<file path="src/rtl/fetch_decode_ctrl_if.sv">
// Instruction-memory handshake between the fetch/decode controller and its memory.
interface fetch_decode_ctrl_if #(
  parameter int PC_W = 8
);
  logic            imem_req;
  logic [PC_W-1:0] imem_addr;
  logic [31:0]     imem_rdata;
  logic            imem_valid;

  modport master (output imem_req, output imem_addr, input imem_rdata, input imem_valid);
  modport slave  (input imem_req, input imem_addr, output imem_rdata, output imem_valid);
endinterface

</file>
<file path="src/rtl/fetch_decode_ctrl.sv">
// Fetch/decode controller for a small RV-subset datapath: fetches words over imem,
// decodes ld/sd/add/sub/addi, pulses register/memory write enables and halts on illegal opcodes.
module fetch_decode_ctrl #(
  parameter int PC_W = 8
) (
  input  logic                CLK,
  input  logic                RST,
  input  logic                run,
  fetch_decode_ctrl_if.master imem,
  output logic [4:0]          rs1,
  output logic [4:0]          rs2,
  output logic [4:0]          rd,
  output logic [11:0]         immediate,
  output logic                sub,
  output logic                I_type,
  output logic                R_type,
  output logic                WE_RF,
  output logic                WE_MEM,
  output logic                halted,
  output logic [15:0]         instret
);

  typedef enum logic [2:0] {S_IDLE, S_FETCH, S_WAIT, S_EXEC, S_HALT} state_t;

  typedef struct packed {
    logic        legal;
    logic        we_rf;
    logic        we_mem;
    logic        sub;
    logic        i_type;
    logic        r_type;
    logic [4:0]  rd;
    logic [11:0] imm;
  } dec_t;

  function automatic dec_t decode(input logic [31:0] ir);
    dec_t       d;
    logic [6:0] opc;
    logic [2:0] f3;
    logic [6:0] f7;
    logic       is_ld, is_sd, is_r, is_addi;
    opc     = ir[6:0];
    f3      = ir[14:12];
    f7      = ir[31:25];
    is_ld   = (opc == 7'b0000011) && (f3 == 3'b011);
    is_sd   = (opc == 7'b0100011) && (f3 == 3'b011);
    is_r    = (opc == 7'b0110011) && (f3 == 3'b000) &&
              ((f7 == 7'b0000000) || (f7 == 7'b0100000));
    is_addi = (opc == 7'b0010011) && (f3 == 3'b000);
    d        = '0;
    d.rd     = ir[11:7];
    d.imm    = ir[31:20];
    d.legal  = is_ld | is_sd | is_r | is_addi;
    d.i_type = is_ld | is_sd | is_addi;
    d.r_type = is_r | is_addi;
    d.sub    = is_r & ir[30];
    if (is_sd) begin
      d.rd  = '0;
      d.imm = {ir[31:25], ir[11:7]};
    end
    d.we_mem = is_sd;
    // Writes to x0 are dropped but the instruction still retires.
    d.we_rf  = (is_ld | is_r | is_addi) && (d.rd != 5'd0);
    return d;
  endfunction

  function automatic logic [1:0] enables(input logic [31:0] ir);
    dec_t d;
    d = decode(ir);
    return {d.we_rf, d.we_mem};
  endfunction

  state_t          r_state;
  logic [PC_W-1:0] r_pc;
  logic [31:0]     r_ir;
  logic [15:0]     r_instret;
  logic            r_halted;
  logic            r_req;
  logic            r_we_rf;
  logic            r_we_mem;

  dec_t            w_dec;
  logic [1:0]      w_in_we;

  assign w_dec   = decode(r_ir);
  assign w_in_we = enables(imem.imem_rdata);

  assign rs1       = r_ir[19:15];
  assign rs2       = r_ir[24:20];
  assign rd        = w_dec.rd;
  assign immediate = w_dec.imm;
  assign sub       = w_dec.sub;
  assign I_type    = w_dec.i_type;
  assign R_type    = w_dec.r_type;

  assign imem.imem_req  = r_req;
  assign imem.imem_addr = r_pc;
  assign WE_RF          = r_we_rf;
  assign WE_MEM         = r_we_mem;
  assign halted         = r_halted;
  assign instret        = r_instret;

  // Enables are registered from the incoming word so they are high exactly during EXEC.
  always_ff @(posedge CLK) begin
    if (RST) begin
      r_state   <= S_IDLE;
      r_pc      <= '0;
      r_ir      <= 32'h0000_0013;
      r_instret <= '0;
      r_halted  <= 1'b0;
      r_req     <= 1'b0;
      r_we_rf   <= 1'b0;
      r_we_mem  <= 1'b0;
    end else begin
      case (r_state)
        S_IDLE: begin
          if (run) begin
            r_state <= S_FETCH;
            r_req   <= 1'b1;
          end
        end
        S_FETCH: begin
          r_state <= S_WAIT;
          r_req   <= 1'b1;
        end
        S_WAIT: begin
          if (imem.imem_valid) begin
            r_ir     <= imem.imem_rdata;
            r_state  <= S_EXEC;
            r_req    <= 1'b0;
            r_we_rf  <= w_in_we[1];
            r_we_mem <= w_in_we[0];
          end
        end
        S_EXEC: begin
          r_we_rf  <= 1'b0;
          r_we_mem <= 1'b0;
          if (w_dec.legal) begin
            r_pc      <= r_pc + 1'b1;
            r_instret <= r_instret + 16'd1;
            r_state   <= S_FETCH;
            r_req     <= 1'b1;
          end else begin
            r_state  <= S_HALT;
            r_halted <= 1'b1;
          end
        end
        S_HALT: begin
          r_req    <= 1'b0;
          r_we_rf  <= 1'b0;
          r_we_mem <= 1'b0;
        end
        default: begin
          r_state <= S_IDLE;
          r_req   <= 1'b0;
        end
      endcase
    end
  end

endmodule

</file>
<file path="src/flat_wrapper.sv">
// flat-port wrapper written by rule: the top's interface ports become plain ports
module fetch_decode_ctrl_flat 
#(
  parameter int PC_W = 8
)
  (CLK, RST, run, rs1, rs2, rd, immediate, sub, I_type, R_type, WE_RF, WE_MEM, halted, instret, imem_imem_req, imem_imem_addr, imem_imem_rdata, imem_imem_valid);
  fetch_decode_ctrl_if #(.PC_W(PC_W)) imem_i ();
  input  logic CLK;
  input  logic RST;
  input  logic run;
  output logic [4:0] rs1;
  output logic [4:0] rs2;
  output logic [4:0] rd;
  output logic [11:0] immediate;
  output logic sub;
  output logic I_type;
  output logic R_type;
  output logic WE_RF;
  output logic WE_MEM;
  output logic halted;
  output logic [15:0] instret;
  output wire logic [$bits(imem_i.imem_req)-1:0] imem_imem_req;
  output wire logic [$bits(imem_i.imem_addr)-1:0] imem_imem_addr;
  input wire logic [$bits(imem_i.imem_rdata)-1:0] imem_imem_rdata;
  input wire logic [$bits(imem_i.imem_valid)-1:0] imem_imem_valid;
  assign imem_imem_req = imem_i.imem_req;
  assign imem_imem_addr = imem_i.imem_addr;
  assign imem_i.imem_rdata = imem_imem_rdata;
  assign imem_i.imem_valid = imem_imem_valid;
  fetch_decode_ctrl #(.PC_W(PC_W)) u_core (.CLK(CLK), .RST(RST), .run(run), .imem(imem_i), .rs1(rs1), .rs2(rs2), .rd(rd), .immediate(immediate), .sub(sub), .I_type(I_type), .R_type(R_type), .WE_RF(WE_RF), .WE_MEM(WE_MEM), .halted(halted), .instret(instret));
endmodule
</file>
<file path="config.mk">
export PLATFORM = sky130hd
export DESIGN_NAME = fetch_decode_ctrl_flat
export DESIGN_NICKNAME = d
export VERILOG_FILES = /design/src/rtl/fetch_decode_ctrl_if.sv /design/src/rtl/fetch_decode_ctrl.sv /design/src/flat_wrapper.sv
export SDC_FILE = /design/constraint.sdc
export NUM_CORES = 1
export LEC_CHECK = 0
export BUFFER_PORTS_ARGS = -buffer_cell sky130_fd_sc_hd__buf_2
export CORE_MARGIN = 2
export CORE_UTILIZATION = 49
export DETAILED_ROUTE_END_ITERATION = 8
export GPL_ROUTABILITY_DRIVEN = 0
export PLACE_DENSITY_LB_ADDON = 0.2
export SYNTH_ARGS = -nofsm -noshare
export SYNTH_HDL_FRONTEND = slang
export SYNTH_SLANG_ARGS = --single-unit
</file>
<file path="constraint.sdc">
create_clock -name CLK -period 5.9 [get_ports CLK]
set_input_delay 1.18 -clock CLK [delete_from_list [all_inputs] [get_ports CLK]]
set_output_delay 1.18 -clock CLK [all_outputs]
set_load 0.02 [all_outputs]
</file>
==> impl_metrics.py <==
metrics = {
    "sta": {
        "fin_crit_sh_pct": 58.66,
        "slew_viol_final": 0,
        "finalHoldViolCount": 0,
        "skew_ns": 0.008499,
        "worst_pin_slew_ns": 1.097,
        "fmax_mhz": 289.0,
        "post-route-min-period_ns": 3.461,
        "maxSlewHeadroom_pct": 26.63,
        "layout_setup_ws_ns": 2.439,
        "rsz0062_at_grt": "false",
        "final-setup-viol-count": 0,
        "fin_setup_tns_ns": 0,
    },
    "yosys": {
        "synth-compound-area-share_pct": 8.184,
        "synth_edf_count": 0,
        "syn_avg_cell_area_sq_um": 8.385,
        "synth.ff_latch_count": 63,
        "synthesis.nets": 430,
        "synthAdderAreaFrac_pct": 0.7613,
        "synth_top_cells_by_area": "dfxtp_1 38%, nand2_1 8.6%, a21oi_1 5.3%, nor2b_1 4.4%, buf_4 4.3%",
        "yosysMostFrequentCell": "nand2_1",
        "synth-xor-area-share_pct": 0.2665,
        "synth.cell_area_sq_mm": 0.003287,
        "yosysSeqAreaShare_pct": 38.37,
        "netlist.top_cell.by_area": "dfxtp_1",
        "ys.flop_type": "dfxtp_1",
        "ys_warn_count": 0,
        "synth_top_family_by_area": "simple AND/OR/NAND/NOR gates",
        "yosysTopAreaCellShare_pct": 38.37,
        "async_reset_ff_share_pct": 0,
        "yosys-top-cells-count": "75 x nand2_1, 63 x dfxtp_1, 35 x a21oi_1",
        "postSynthCellCount": 392,
        "synth-simple-area-share_pct": 33.84,
        "synth.area.mux_share_pct": 10.73,
        "synth.distinct_cells": 46,
    },
    "floorplan": {
        "top_level_ports": 94,
        "start_util_pct": 51.18,
        "dieArea_sq_mm": 0.007379,
        "row_count": 29,
        "die_x_um": 85.90,
        "chipHeight_um": 85.90,
        "core-area_sq_mm": 0.006422,
    },
    "clocking": {
        "cts_tree": "built",
        "cts_hold_buf": 0,
        "cts_setup_buffers": 0,
        "cts_resized": 0,
        "cts_buffers": 9,
        "clkTransAtPathRegs_ns": 0.08,
        "cts_root_buffer": "clkbuf_8",
        "insertion_delay_ns": 0.33,
        "ctsLongestPathBuffers": 2,
        "clock-sinks": 63,
        "htree_levels": 3,
    },
    "min_path": {
        "worst_hold_path.num_cells": 2,
        "hp-class": "register to register",
    },
    "outcome": {
        "violations": "design-rule violations",
        "status": "finished with violations",
    },
    "global_route": {
        "grtUsageMet3_pct": 4.427,
        "overflow": 0,
        "grt_pass1_vias": 2660,
        "met1_usage_pct": 24.55,
        "antenna_found_initial": 0,
        "grt_max_degree": 88,
        "grtUsageTotal_pct": 19.19,
        "grt_pass1_wl_um": 11560,
        "top_usage_layer": "met2",
        "use_met2_pct": 30.73,
    },
    "pwr": {
        "vdd_drop_max_mv": 0.1207,
        "cellLeakagePower_uw": 0.001717,
        "powerDensity_mw_per_mm2": 265.4,
    },
    "place": {
        "port_buffers": 93,
        "post-place-ws_ns": 2.782,
        "hpwl_um": 4879,
        "placed_cell_area_sq_mm": 0.003637,
    },
    "layout": {
        "syn2layout_area_growth_pct": 17.40,
        "antenna_cells": 0,
        "fin_nets": 494,
        "layout-drive-gt1-share_pct": 31.24,
        "fin_area_sq_mm": 0.003859,
    },
    "critical_path": {
        "worst-path-stages": 5,
        "path_delay_family": "simple AND/OR/NAND/NOR gates",
        "path_max_fanout": 10,
        "crit_chain": "nor4_4 -> nand3_2 -> or3b_1 -> mux2_4 -> buf_2",
        "end_kind": "output port",
        "worstSetupPathType": "register to output port",
        "worst_path_max_delay_cell": "or3b_1",
        "reg2reg_depth": 4,
        "path_buf_inv": 1,
        "start_kind": "register",
        "cp.arrival_ns": 2.28,
        "critPathMaxStageDelay_ns": 0.59,
        "worstPathRequired_ns": 4.72,
    },
    "routing": {
        "vias": 2857,
        "drtIter0Drc": 104,
        "drc": 6,
        "dr.pass1.iters": 6,
        "wire_per_inst_um": 12.92,
        "ant_nets": 0,
        "via_per_inst": 5.310,
        "wl_um": 6951,
    },
    "run": {
        "maxCapViolCount": 0,
    },
}
==> report_power, final <==
group,internal [uW],total [uW],switching (uW)
clock,238,413,175
sequential,440,455,14.4
combinational,55.3,156,101
==> kinds of logic (layout without fill, tap and decap cells) <==
| logic type | Yosys count | in the layout |
|---|---|---|
| multiplexers | 30 | 30 |
| AO/OA/AOI/OAI | 46 | 46 |
| buffers and inverters | 46 | 115 |
| flip-flops | 63 | 63 |
| adder cells (fa/ha/maj) | 2 | 2 |
| XOR/XNOR | 1 | 1 |
| AND/OR/NAND/NOR | 204 | 204 |
==> layout make-up <==
cell class              instances  area [sq um]
clock buffers                   9         123.9
multi-input cells             283          1780
flip-flops and latches         63          1261
well taps                      77         96.34
clock inverters                 7         97.59
inverters                       3         11.26
repair buffers                 96         488.0
fillers                       581          2564
==> through the flow <==
step | cells | power [uW] | hold WS (ns) | util, %
finish | 538 | 1024 | 0.4511 | 60.08
global route | 538 | 1071 | 0.4718 | 60.08
CTS | 538 | 1035 | 0.4514 | 60.08
detailed placement | 522 | 621.0 | 0.4423 | 56.63
global placement | 522 | 619.3 | 0.4318 | 56.63
floorplan | 392 | 581.7 | 0.4367 | -
==> per-layer routing <==
metal | part of all wire, % | vias up
met5 | 0 | -
met4 | 1.7 | 0
met3 | 6.2 | 12
met2 | 47 | 72
met1 | 45 | 1313
li1 | - | 1460
==> state kept, by name, summed over array words and instances, names as in the netlist <==
signal and count:
u_core.WE_MEM 1, u_core.WE_RF 1, u_core.halted 1, u_core.imem.imem_addr 8
u_core.imem.imem_req 1, u_core.instret 16, u_core.r_ir 32, u_core.r_state 3
==> tightest hold or removal path, delay by kind of cell (launching register included) <==
| family | cells | cell delay [ns] |
|---|---|---|
| compound gates | 1 | 0.05 |
| buf+inv | 1 | 0.05 |
| flops | 1 | 0.31 |
==> layout by cell type (no fill, tap or decap), types with 2 or more instances in the layout <==
master	count
buf_2	93
nand2_1	75
dfxtp_1	63
a21oi_1	35
nor2_1	28
nor2b_1	23
nand3_1	12
nor3_1	11
mux2_1	11
mux2_2	11
nor4_2	10
clkbuf_8	9
nand4_1	7
and2_1	6
and4_1	6
nand2b_1	6
mux2_4	5
inv_1	3
and3b_1	3
nand3b_1	3
mux2i_1	3
buf_4	3
nor3b_1	2
nor4_1	2
o21ai_0	2
or4_1	2
ha_1	2
clkinvlp_4	2
clkinv_4	2
bufinv_16	2
==> worst paths after layout <==
kind | start | endpoint | slack (ns)
max reg2reg | u_core.r_state[0] | u_core.instret[8] | 3.70
min | u_core.halted | u_core.halted | 0.45
max | u_core.r_ir[2] | immediate[1] | 2.44
min reg2reg | u_core.halted | u_core.halted | 0.45
(Power assumes the default switching activity.)
